File: config.mk
export PLATFORM = sky130hd
export DESIGN_NAME = wb_master_arbiter_flat
export DESIGN_NICKNAME = d
export VERILOG_FILES = /design/src/rtl/wb_arb_pkg.sv /design/src/rtl/wb_arb_if.sv /design/src/rtl/wb_arb_timeout.sv /design/src/rtl/wb_master_arbiter.sv /design/src/flat_wrapper.sv
export SDC_FILE = /design/constraint.sdc
export NUM_CORES = 1
export LEC_CHECK = 0
export CELL_PAD_IN_SITES_DETAIL_PLACEMENT = 0
export CELL_PAD_IN_SITES_GLOBAL_PLACEMENT = 2
export CORE_ASPECT_RATIO = 1.75
export CORE_MARGIN = 2
export CORE_UTILIZATION = 26
export CTS_CLUSTER_DIAMETER = 80
export DETAILED_ROUTE_END_ITERATION = 8
export PLACE_DENSITY_LB_ADDON = 0.1
export SETUP_SLACK_MARGIN = 0.2
export SKIP_CTS_REPAIR_TIMING = 1
export SLEW_MARGIN = 40
export SYNTH_ARGS = -nofsm -noshare
export SYNTH_HDL_FRONTEND = slang
export SYNTH_SLANG_ARGS = --single-unit
File: constraint.sdc
create_clock -name clock -period 7.7 [get_ports clock]
set_clock_uncertainty 0.15 [all_clocks]
set_input_delay 2.31 -clock clock [delete_from_list [all_inputs] [get_ports clock]]
set_output_delay 2.31 -clock clock [all_outputs]
set_load 0.01 [all_outputs]
File: src/rtl/wb_arb_pkg.sv
`default_nettype none
// +-----------------------------------------------------------------+
// | wb_arb_pkg -- shared types and constants for wb_master_arbiter  |
// | Rev 1.0                                                         |
// +-----------------------------------------------------------------+
package wb_arb_pkg;

   localparam int DEF_ADDR_W = 16;
   localparam int DEF_DATA_W = 32;

   localparam int M0 = 0;
   localparam int M1 = 1;

   typedef enum logic [1:0] {
      IDLE = 2'd0,
      BUSY = 2'd1,
      DONE = 2'd2
   } arb_state_t;

   typedef struct packed {
      logic [DEF_ADDR_W-1:0]   addr;
      logic [DEF_DATA_W-1:0]   wdata;
      logic                    we;
      logic [DEF_DATA_W/8-1:0] sel;
   } wb_req_t;

endpackage
`default_nettype wire

File: src/rtl/wb_arb_if.sv
`default_nettype none
// +-----------------------------------------------------------------+
// | wb_arb_if -- one Wishbone request/response link                 |
// | Rev 1.0                                                         |
// +-----------------------------------------------------------------+
interface wb_arb_if
   import wb_arb_pkg::*;
#(
   parameter int ADDR_W = DEF_ADDR_W,
   parameter int DATA_W = DEF_DATA_W
);
   logic [ADDR_W-1:0]   addr;
   logic [DATA_W-1:0]   wdata;
   logic                we;
   logic [DATA_W/8-1:0] sel;
   logic                stb;
   logic                ack;
   logic                err;
   logic [DATA_W-1:0]   rdata;

   modport master (output addr, wdata, we, sel, stb, input ack, err, rdata);
   modport slave  (input addr, wdata, we, sel, stb, output ack, err, rdata);
endinterface
`default_nettype wire

File: src/rtl/wb_arb_timeout.sv
`default_nettype none
// +-----------------------------------------------------------------+
// | wb_arb_timeout -- saturating busy-cycle counter with expire     |
// | Rev 1.0                                                         |
// +-----------------------------------------------------------------+
module wb_arb_timeout #(
   parameter int LIMIT = 255
) (
   input  logic clock,
   input  logic reset,
   input  logic clear,
   input  logic enable,
   output logic expire
);

   generate
      if (LIMIT > 0) begin : g_count
         localparam int CW = $clog2(LIMIT + 1);
         localparam logic [CW-1:0] LAST = CW'(LIMIT - 1);

         logic [CW-1:0] r_count;

         // Holds at LAST rather than wrapping; the FSM leaves BUSY on that cycle.
         always_ff @(posedge clock or posedge reset) begin
            if (reset) begin
               r_count <= '0;
            end else if (clear) begin
               r_count <= '0;
            end else if (enable && (r_count != LAST)) begin
               r_count <= r_count + 1'b1;
            end
         end

         assign expire = enable && (r_count == LAST);
      end else begin : g_off
         logic unused_inputs;
         assign unused_inputs = ^{clock, reset, clear, enable};
         assign expire        = 1'b0;
      end
   endgenerate

endmodule
`default_nettype wire

File: src/rtl/wb_master_arbiter.sv
`default_nettype none
// +-----------------------------------------------------------------+
// | wb_master_arbiter -- 2-master round-robin Wishbone arbiter      |
// | with per-transaction timeout. Rev 1.0                           |
// +-----------------------------------------------------------------+
module wb_master_arbiter
   import wb_arb_pkg::*;
#(
   parameter int ADDR_W         = DEF_ADDR_W,
   parameter int DATA_W         = DEF_DATA_W,
   parameter int TIMEOUT_CYCLES = 255
) (
   input  logic       clock,
   input  logic       reset,
   wb_arb_if.slave    m0,
   wb_arb_if.slave    m1,
   wb_arb_if.master   s,
   output logic [1:0] grant,
   output logic       busy
);

   typedef struct packed {
      logic [ADDR_W-1:0]   addr;
      logic [DATA_W-1:0]   wdata;
      logic                we;
      logic [DATA_W/8-1:0] sel;
   } req_t;

   arb_state_t               r_state;
   logic                     r_last;
   logic [1:0]               r_grant;
   logic                     r_busy;
   req_t                     r_req;
   logic                     r_stb;
   logic [1:0]               r_ack;
   logic [1:0]               r_err;
   logic [1:0][DATA_W-1:0]   r_rdata;

   req_t w_req0;
   req_t w_req1;
   logic w_any;
   logic w_pick;
   logic w_owner;
   logic w_expire;

   assign w_req0  = '{addr: m0.addr, wdata: m0.wdata, we: m0.we, sel: m0.sel};
   assign w_req1  = '{addr: m1.addr, wdata: m1.wdata, we: m1.we, sel: m1.sel};
   assign w_any   = m0.stb | m1.stb;
   // On a tie the master that did not finish last wins.
   assign w_pick  = (m0.stb & m1.stb) ? ~r_last : m1.stb;
   assign w_owner = r_grant[1];

   wb_arb_timeout #(
      .LIMIT (TIMEOUT_CYCLES)
   ) u_timeout (
      .clock  (clock),
      .reset  (reset),
      .clear  (r_state != BUSY),
      .enable (r_state == BUSY),
      .expire (w_expire)
   );

   always_ff @(posedge clock or posedge reset) begin
      if (reset) begin
         r_state <= IDLE;
         r_last  <= 1'(M1);
         r_grant <= 2'b00;
         r_busy  <= 1'b0;
         r_req   <= '0;
         r_stb   <= 1'b0;
         r_ack   <= 2'b00;
         r_err   <= 2'b00;
         r_rdata <= '0;
      end else begin
         case (r_state)
            IDLE: begin
               if (w_any) begin
                  r_req   <= w_pick ? w_req1 : w_req0;
                  r_stb   <= 1'b1;
                  r_grant <= w_pick ? 2'b10 : 2'b01;
                  r_busy  <= 1'b1;
                  r_state <= BUSY;
               end
            end
            BUSY: begin
               if (s.ack) begin
                  r_stb            <= 1'b0;
                  r_rdata[w_owner] <= s.rdata;
                  r_ack[w_owner]   <= 1'b1;
                  r_last           <= w_owner;
                  r_state          <= DONE;
               end else if (w_expire) begin
                  r_stb            <= 1'b0;
                  r_rdata[w_owner] <= '0;
                  r_err[w_owner]   <= 1'b1;
                  r_last           <= w_owner;
                  r_state          <= DONE;
               end
            end
            DONE: begin
               r_ack   <= 2'b00;
               r_err   <= 2'b00;
               r_grant <= 2'b00;
               r_busy  <= 1'b0;
               r_state <= IDLE;
            end
            default: r_state <= IDLE;
         endcase
      end
   end

   assign s.addr   = r_req.addr;
   assign s.wdata  = r_req.wdata;
   assign s.we     = r_req.we;
   assign s.sel    = r_req.sel;
   assign s.stb    = r_stb;

   assign m0.ack   = r_ack[M0];
   assign m1.ack   = r_ack[M1];
   assign m0.err   = r_err[M0];
   assign m1.err   = r_err[M1];
   assign m0.rdata = r_rdata[M0];
   assign m1.rdata = r_rdata[M1];

   assign grant    = r_grant;
   assign busy     = r_busy;

endmodule
`default_nettype wire

File: src/flat_wrapper.sv
// flat-port wrapper written by rule: the top's interface ports become plain ports
module wb_master_arbiter_flat import wb_arb_pkg::*;
#(
   parameter int ADDR_W         = DEF_ADDR_W,
   parameter int DATA_W         = DEF_DATA_W,
   parameter int TIMEOUT_CYCLES = 255
)
  (clock, reset, grant, busy, m0_addr, m0_wdata, m0_we, m0_sel, m0_stb, m0_ack, m0_err, m0_rdata, m1_addr, m1_wdata, m1_we, m1_sel, m1_stb, m1_ack, m1_err, m1_rdata, s_addr, s_wdata, s_we, s_sel, s_stb, s_ack, s_err, s_rdata);
  wb_arb_if #(.ADDR_W(ADDR_W), .DATA_W(DATA_W)) m0_i ();
  wb_arb_if #(.ADDR_W(ADDR_W), .DATA_W(DATA_W)) m1_i ();
  wb_arb_if #(.ADDR_W(ADDR_W), .DATA_W(DATA_W)) s_i ();
  input  logic clock;
  input  logic reset;
  output logic [1:0] grant;
  output logic busy;
  input wire logic [$bits(m0_i.addr)-1:0] m0_addr;
  input wire logic [$bits(m0_i.wdata)-1:0] m0_wdata;
  input wire logic [$bits(m0_i.we)-1:0] m0_we;
  input wire logic [$bits(m0_i.sel)-1:0] m0_sel;
  input wire logic [$bits(m0_i.stb)-1:0] m0_stb;
  output wire logic [$bits(m0_i.ack)-1:0] m0_ack;
  output wire logic [$bits(m0_i.err)-1:0] m0_err;
  output wire logic [$bits(m0_i.rdata)-1:0] m0_rdata;
  input wire logic [$bits(m1_i.addr)-1:0] m1_addr;
  input wire logic [$bits(m1_i.wdata)-1:0] m1_wdata;
  input wire logic [$bits(m1_i.we)-1:0] m1_we;
  input wire logic [$bits(m1_i.sel)-1:0] m1_sel;
  input wire logic [$bits(m1_i.stb)-1:0] m1_stb;
  output wire logic [$bits(m1_i.ack)-1:0] m1_ack;
  output wire logic [$bits(m1_i.err)-1:0] m1_err;
  output wire logic [$bits(m1_i.rdata)-1:0] m1_rdata;
  output wire logic [$bits(s_i.addr)-1:0] s_addr;
  output wire logic [$bits(s_i.wdata)-1:0] s_wdata;
  output wire logic [$bits(s_i.we)-1:0] s_we;
  output wire logic [$bits(s_i.sel)-1:0] s_sel;
  output wire logic [$bits(s_i.stb)-1:0] s_stb;
  input wire logic [$bits(s_i.ack)-1:0] s_ack;
  input wire logic [$bits(s_i.err)-1:0] s_err;
  input wire logic [$bits(s_i.rdata)-1:0] s_rdata;
  assign m0_i.addr = m0_addr;
  assign m0_i.wdata = m0_wdata;
  assign m0_i.we = m0_we;
  assign m0_i.sel = m0_sel;
  assign m0_i.stb = m0_stb;
  assign m0_ack = m0_i.ack;
  assign m0_err = m0_i.err;
  assign m0_rdata = m0_i.rdata;
  assign m1_i.addr = m1_addr;
  assign m1_i.wdata = m1_wdata;
  assign m1_i.we = m1_we;
  assign m1_i.sel = m1_sel;
  assign m1_i.stb = m1_stb;
  assign m1_ack = m1_i.ack;
  assign m1_err = m1_i.err;
  assign m1_rdata = m1_i.rdata;
  assign s_addr = s_i.addr;
  assign s_wdata = s_i.wdata;
  assign s_we = s_i.we;
  assign s_sel = s_i.sel;
  assign s_stb = s_i.stb;
  assign s_i.ack = s_ack;
  assign s_i.err = s_err;
  assign s_i.rdata = s_rdata;
  wb_master_arbiter #(.ADDR_W(ADDR_W), .DATA_W(DATA_W), .TIMEOUT_CYCLES(TIMEOUT_CYCLES)) u_core (.clock(clock), .reset(reset), .m0(m0_i), .m1(m1_i), .s(s_i), .grant(grant), .busy(busy));
endmodule
==> results of run 1 <==
[area by class of cell]
cell class,instances,area [µm²]
clock buffer,28,537
clock inverter,2,10.0
fill,2342,14600
inverter,37,146
multi-input combinational,328,2580
sequential,136,3400
tap,312,390
timing repair buffer,276,2750
[power by group]
part	internal, mW	total (mW)	switching (mW)
registers	1.03	1.22	0.193
clock network	0.467	0.761	0.294
logic	0.945	1.66	0.716
total	2.44	3.64	1.20
[logic make-up (layout without fill, tap and decap cells)]
group,after synthesis,count (layout),share of synthesized area (%)
AO/OA/AOI/OAI,187,187,17.5
buffers and inverters,77,343,6.85
AND/OR/NAND/NOR,31,31,3.22
flip-flops,136,136,53.1
multiplexers,108,108,18.9
adder cells (fa/ha/maj),2,2,0.390
[registers in the layout, summed over array words and instances, names as in the netlist]
name / cells
u_core.m0.rdata: 32
u_core.m1.rdata: 32
u_core.s.wdata: 32
u_core.s.addr: 16
u_core.u_timeout.g_count.r_count: 8
u_core.s.sel: 4
u_core.grant: 2
u_core.r_ack: 2
u_core.r_err: 2
u_core.r_state: 2
u_core.busy: 1
u_core.r_last: 1
u_core.s.stb: 1
u_core.s.we: 1
[worst max path at each step]
stage	startpoint	endpoint	slack (ns)	cells after the start
4_1_cts	m1_stb	u_core.s.addr[12]	3.60	5
2_1_floorplan	reset	u_core.busy	1.60	1
3_5_place_dp	m1_stb	u_core.s.sel[1]	3.14	5
5_1_grt	m1_stb	u_core.s.addr[9]	3.55	5
6_report	m1_stb	u_core.s.wdata[0]	3.59	5
3_3_place_gp	m1_stb	u_core.s.wdata[23]	3.17	5
[per-stage QoR]
stage	cell area [µm²]	setup WS [ns]	std cells
detailed placement	9270	3.14	1089
CTS	9810	3.60	1119
global placement	9250	3.17	1088
global route	9820	3.55	1119
finish	9820	3.59	1119
floorplan	6410	1.60	541
[metal layers]
metal | part of all wire, % | wire, µm | up-vias | track usage, %
met5 | 0 | 0 | - | 0
met2 | 51 | 10300 | 214 | 26.7
met3 | 8.0 | 1590 | 15 | 5.23
met4 | 1.6 | 322 | 0 | 5.71
met1 | 39 | 7820 | 2442 | 17.7
li1 | - | - | 2458 | -
[placed cells by master, fill, tap and decap left out, types with 2 or more instances in the layout]
master,n
o211ai_1,2
o21ai_1,5
nand2b_1,3
clkinv_2,2
a211oi_1,3
a21oi_1,90
a22oi_1,32
buf_4,8
mux2_2,106
nand2_1,6
a22o_1,2
mux2i_1,2
o21ai_0,30
dfrtp_1,135
clkdlybuf4s50_1,267
ha_1,2
nand3_1,2
clkbuf_8,7
and3_1,2
nor3_1,3
nor2_1,2
a21o_1,3
clkbuf_1,4
a31oi_1,2
a21oi_2,8
clkbuf_16,17
inv_1,36
==> impl_metrics.ini, run 1 <==
[grt]
grt_max_degree = 87
first_global_vias = 5345
gr-total-overflow = 0
antenna_found_initial = 0
grt_pass1_wl_mm = 30.6
track_usage_pct = 15.6

[worst_setup_path]
slowest_stage = buf_4
r2r_end = u_core.m1.rdata[3]
max_stage_delay_ns = 0.57
path_delay_family = buffers and inverters
criticalPathCategory = primary input to flop
cp.required_ns = 7.86
path_buf_inv = 2
rr_worst_depth = 6
cpMostUsedCell = mux2_2
critPathCaptureType = flop
worst_setup_path_start_kind = primary input
path_cells = clkdlybuf4s50_1 -> a21boi_4 -> buf_4 -> mux2_2 -> mux2_2
cp.arrival_ns = 4.26
r2r_slack_ns = 5.34
cp_max_fo = 53
regToRegStartpoint = u_core.u_timeout.g_count.r_count[0]

[pwr]
p_total_mw = 3.64
max-vdd-ir-drop_uv = 155
power.leakage_nw = 4.14
power.density_mw_per_mm2 = 371

[cts]
htreeDepth = 4
numCtsBuffers = 17
cts-root-buf = clkbuf_16
clock_path_buffers = 2
clk_latency_ns = 0.42
path_clk_slew_ns = 0.06
clock-sinks = 136
tritoncts = built

[synth]
netlist_area_mm2 = 0.00641
synth-warning-count = 0
synth_area_leaders = dfrtp_1, mux2_2, a21oi_1
synth_ff_type = dfrtp_1
yosysMostFrequentCell = dfrtp_1
ys_types = 49
ys_ff_latch = 136
synth_seq_area_share_pct = 53.1
synth_area_per_cell_um2 = 11.8
ys_top_cells_by_count = dfrtp_1, mux2_2, a21oi_1
synth_top_cell_area_share_pct = 52.7
synth_nets = 687
synthArstFlopShare_pct = 100
synthCells = 541
synth_edf_count = 0
synth_largest_area_cell = dfrtp_1

[floorplan]
die-area_mm2 = 0.0260
ios = 269
coreArea_mm2 = 0.0244
fp.dieW_um = 123
start_util_pct = 26.2
dieHeight_um = 212
num_rows = 76

[sta]
rsz0062_at_grt = false
period_minus_slack_ns = 4.11
maxSlewViolCount = 0
finalHoldViolCount = 0
finalCritPeriodShare_pct = 53.3
tightest_slew_ns = 0.766
fmax_ghz = 0.244
setup_viol = 0
slew_headroom_pct = 48.9
tns_ns = 0
hold_ws_ns = 0.336

[run_status]
outcome = finished clean

[cells_and_area]
utilization_pct = 40.2
nNetsFinal = 942
drive_above_1_share_pct = 19.6
antennaDiodeCount = 0
syn2layout_area_growth_pct = 53.2

[worst_hold_path]
min_from = u_core.busy
worstHoldEndpoint = u_core.busy
hold_class = flop to flop
holdPathStages = 1

[detailed_routing]
vias = 5129
wl_per_cell_um = 17.9
ant_nets = 0
first_pass_iters = 4
viasPerCell = 4.58
drt_iter0_drc = 209
drc = 0
routed_wl_mm = 20.0

[place]
port_buffers = 267
gp_congestion = 0.747
hpwlAfterDp_mm = 14.0

[flow_run]
cap_violations = 0
Note: power is estimated with default switching activity, not from simulation.
==> run 2, diff against run 1 <==
--- a/config.mk
+++ b/config.mk
@@ -9,7 +9,7 @@
 export CELL_PAD_IN_SITES_GLOBAL_PLACEMENT = 2
 export CORE_ASPECT_RATIO = 1.75
 export CORE_MARGIN = 2
-export CORE_UTILIZATION = 26
+export CORE_UTILIZATION = 24
 export CTS_CLUSTER_DIAMETER = 80
 export DETAILED_ROUTE_END_ITERATION = 8
 export PLACE_DENSITY_LB_ADDON = 0.1
==> constraint.sdc (replaced) <==
create_clock -name clock -period 3.7 [get_ports clock]
set_clock_uncertainty 0.15 [all_clocks]
set_input_delay 1.11 -clock clock [delete_from_list [all_inputs] [get_ports clock]]
set_output_delay 1.11 -clock clock [all_outputs]
set_load 0.01 [all_outputs]
==> run 2 against run 1 <==
Setup slack lost 2.7 ns; wire length grew 1.7%; register-to-register slack lost 3.9 ns; worst hold slack worse by 0.0038 ns; flip-flop and latch count stayed put; critical path type is now flop to output pin; critical endpoint is now grant[1].
==> impl_metrics.ini, run 2 (synthesized netlist as in run 1, its figures left out) <==
[worst_hold_path]
holdPathStages = 1
hold_class = flop to flop

[cts]
htreeDepth = 4
clk_latency_ns = 0.43
numCtsBuffers = 17
clock-sinks = 136
path_clk_slew_ns = 0.06
clock_path_buffers = 2
tritoncts = built
cts-root-buf = clkbuf_16

[place]
placed_cells = 1102
hpwlAfterDp_mm = 14.2
port_buffers = 267
gp_congestion = 0.722

[worst_setup_path]
path_delay_family = buffers and inverters
cp_max_fo = 8
path_depth = 1
max_stage_delay_ns = 0.64
cp.arrival_ns = 1.55
critPathCaptureType = output pin
rr_worst_depth = 6
slowest_stage = clkdlybuf4s50_1
path_buf_inv = 1
path_cells = clkdlybuf4s50_1
criticalPathCategory = flop to output pin
worst_setup_path_start_kind = flop
cp.required_ns = 2.44

[flow_run]
cap_violations = 0

[grt]
grt_pass1_wl_mm = 31.5
first_global_vias = 5486
grt_max_degree = 78
track_usage_pct = 14.7
met3_usage_pct = 4.42
antenna_found_initial = 0
use_met2_pct = 26.5
met1_usage_pct = 16.0
gr-total-overflow = 0
busiest_layer = met2

[detailed_routing]
vias = 5195
viasPerCell = 4.58
wl_per_cell_um = 17.9
routed_wl_mm = 20.3
first_pass_iters = 4
drt_iter0_drc = 202
drc = 0
ant_nets = 0

[sta]
maxSlewViolCount = 0
finalCritPeriodShare_pct = 75.9
finalHoldViolCount = 0
fmax_ghz = 0.356
tns_ns = 0
tightest_slew_ns = 0.720
period_minus_slack_ns = 2.81
slew_headroom_pct = 51.9
rsz0062_at_grt = false
setup_viol = 0

[pwr]
power.leakage_nw = 4.19
sw_frac_of_total_pct = 32.8
power.share.clock_pct = 22.9
pwr-share-seq_pct = 32.3
max-vdd-ir-drop_uv = 358
netSwitchingPower_mw = 2.58
internal_power_mw = 5.27
power.share.combinational_pct = 44.8
power.density_mw_per_mm2 = 788

[cells_and_area]
layout_common_cells = clkdlybuf4s50_1, dfrtp_1, mux2_2, a21oi_1, inv_1
nNetsFinal = 944
layout_commonest_cell = clkdlybuf4s50_1
instances_no_fill = 1135
utilization_pct = 37.7
drive_above_1_share_pct = 20.0
antennaDiodeCount = 0
fill_cells = 2591
syn2layout_area_growth_pct = 55.4

[floorplan]
num_rows = 79
die-area_mm2 = 0.0281
start_util_pct = 24.3
ios = 269
coreArea_mm2 = 0.0264
dieHeight_um = 220
fp.dieW_um = 128

[run_status]
outcome = finished clean
run 2: path summary, 6_finish.rpt:
| check | startpoint | end | slack (ns) |
|---|---|---|---|
| worst max register to register | u_core.u_timeout.g_count.r_count[0] | u_core.m1.rdata[20] | 1.40 |
| min in group asynchronous | reset | u_core.s.wdata[5] | 0.78 |
| worst min register to register | u_core.busy | u_core.busy | 0.33 |
| max in group asynchronous | reset | u_core.m0.rdata[3] | 1.99 |
| worst max-delay path | u_core.grant[1] | grant[1] | 0.89 |
| worst min-delay path | u_core.busy | u_core.busy | 0.33 |
run 2: area by class of cell:
| cell class | count | area [µm²] | area share, % |
|---|---|---|---|
| Timing Repair Buffer | 278 | 2820 | 28.3 |
| Multi-Input combinational cell | 328 | 2580 | 25.9 |
| Clock inverter | 10 | 150 | 1.51 |
| Tap cell | 324 | 405 | 4.07 |
| Sequential cell | 136 | 3400 | 34.2 |
| Clock buffer | 22 | 454 | 4.56 |
| Inverter | 37 | 143 | 1.43 |
run 2: routing by layer:
metal | vias up | wire length [µm]
li1 | 2469 | -
met1 | 2519 | 7950
met2 | 188 | 10600
met3 | 19 | 1390
met4 | 0 | 445
met5 | - | 0
run 2: metrics by stage:
step / hold WS, ns / area, µm² / power (mW) / setup slack, ns
floorplan: 0.336 / 6410 / 4.35 / 0.748
global placement: 0.315 / 9340 / 6.09 / 0.635
detailed placement: 0.328 / 9340 / 6.14 / 0.631
CTS: 0.342 / 9950 / 8.00 / 0.846
global route: 0.357 / 9960 / 8.38 / 0.799
finish: 0.332 / 9960 / 7.84 / 0.893
run 2: power by group through the flow:
stage / Combinational, mW / Sequential, mW / Clock, mW
after global routing: 3.82 / 2.63 / 1.93
after global placement: 3.55 / 2.54 / 0
after detailed placement: 3.58 / 2.56 / 0
final: 3.51 / 2.53 / 1.79
after CTS: 3.59 / 2.55 / 1.86
after floorplan: 1.56 / 2.79 / 0
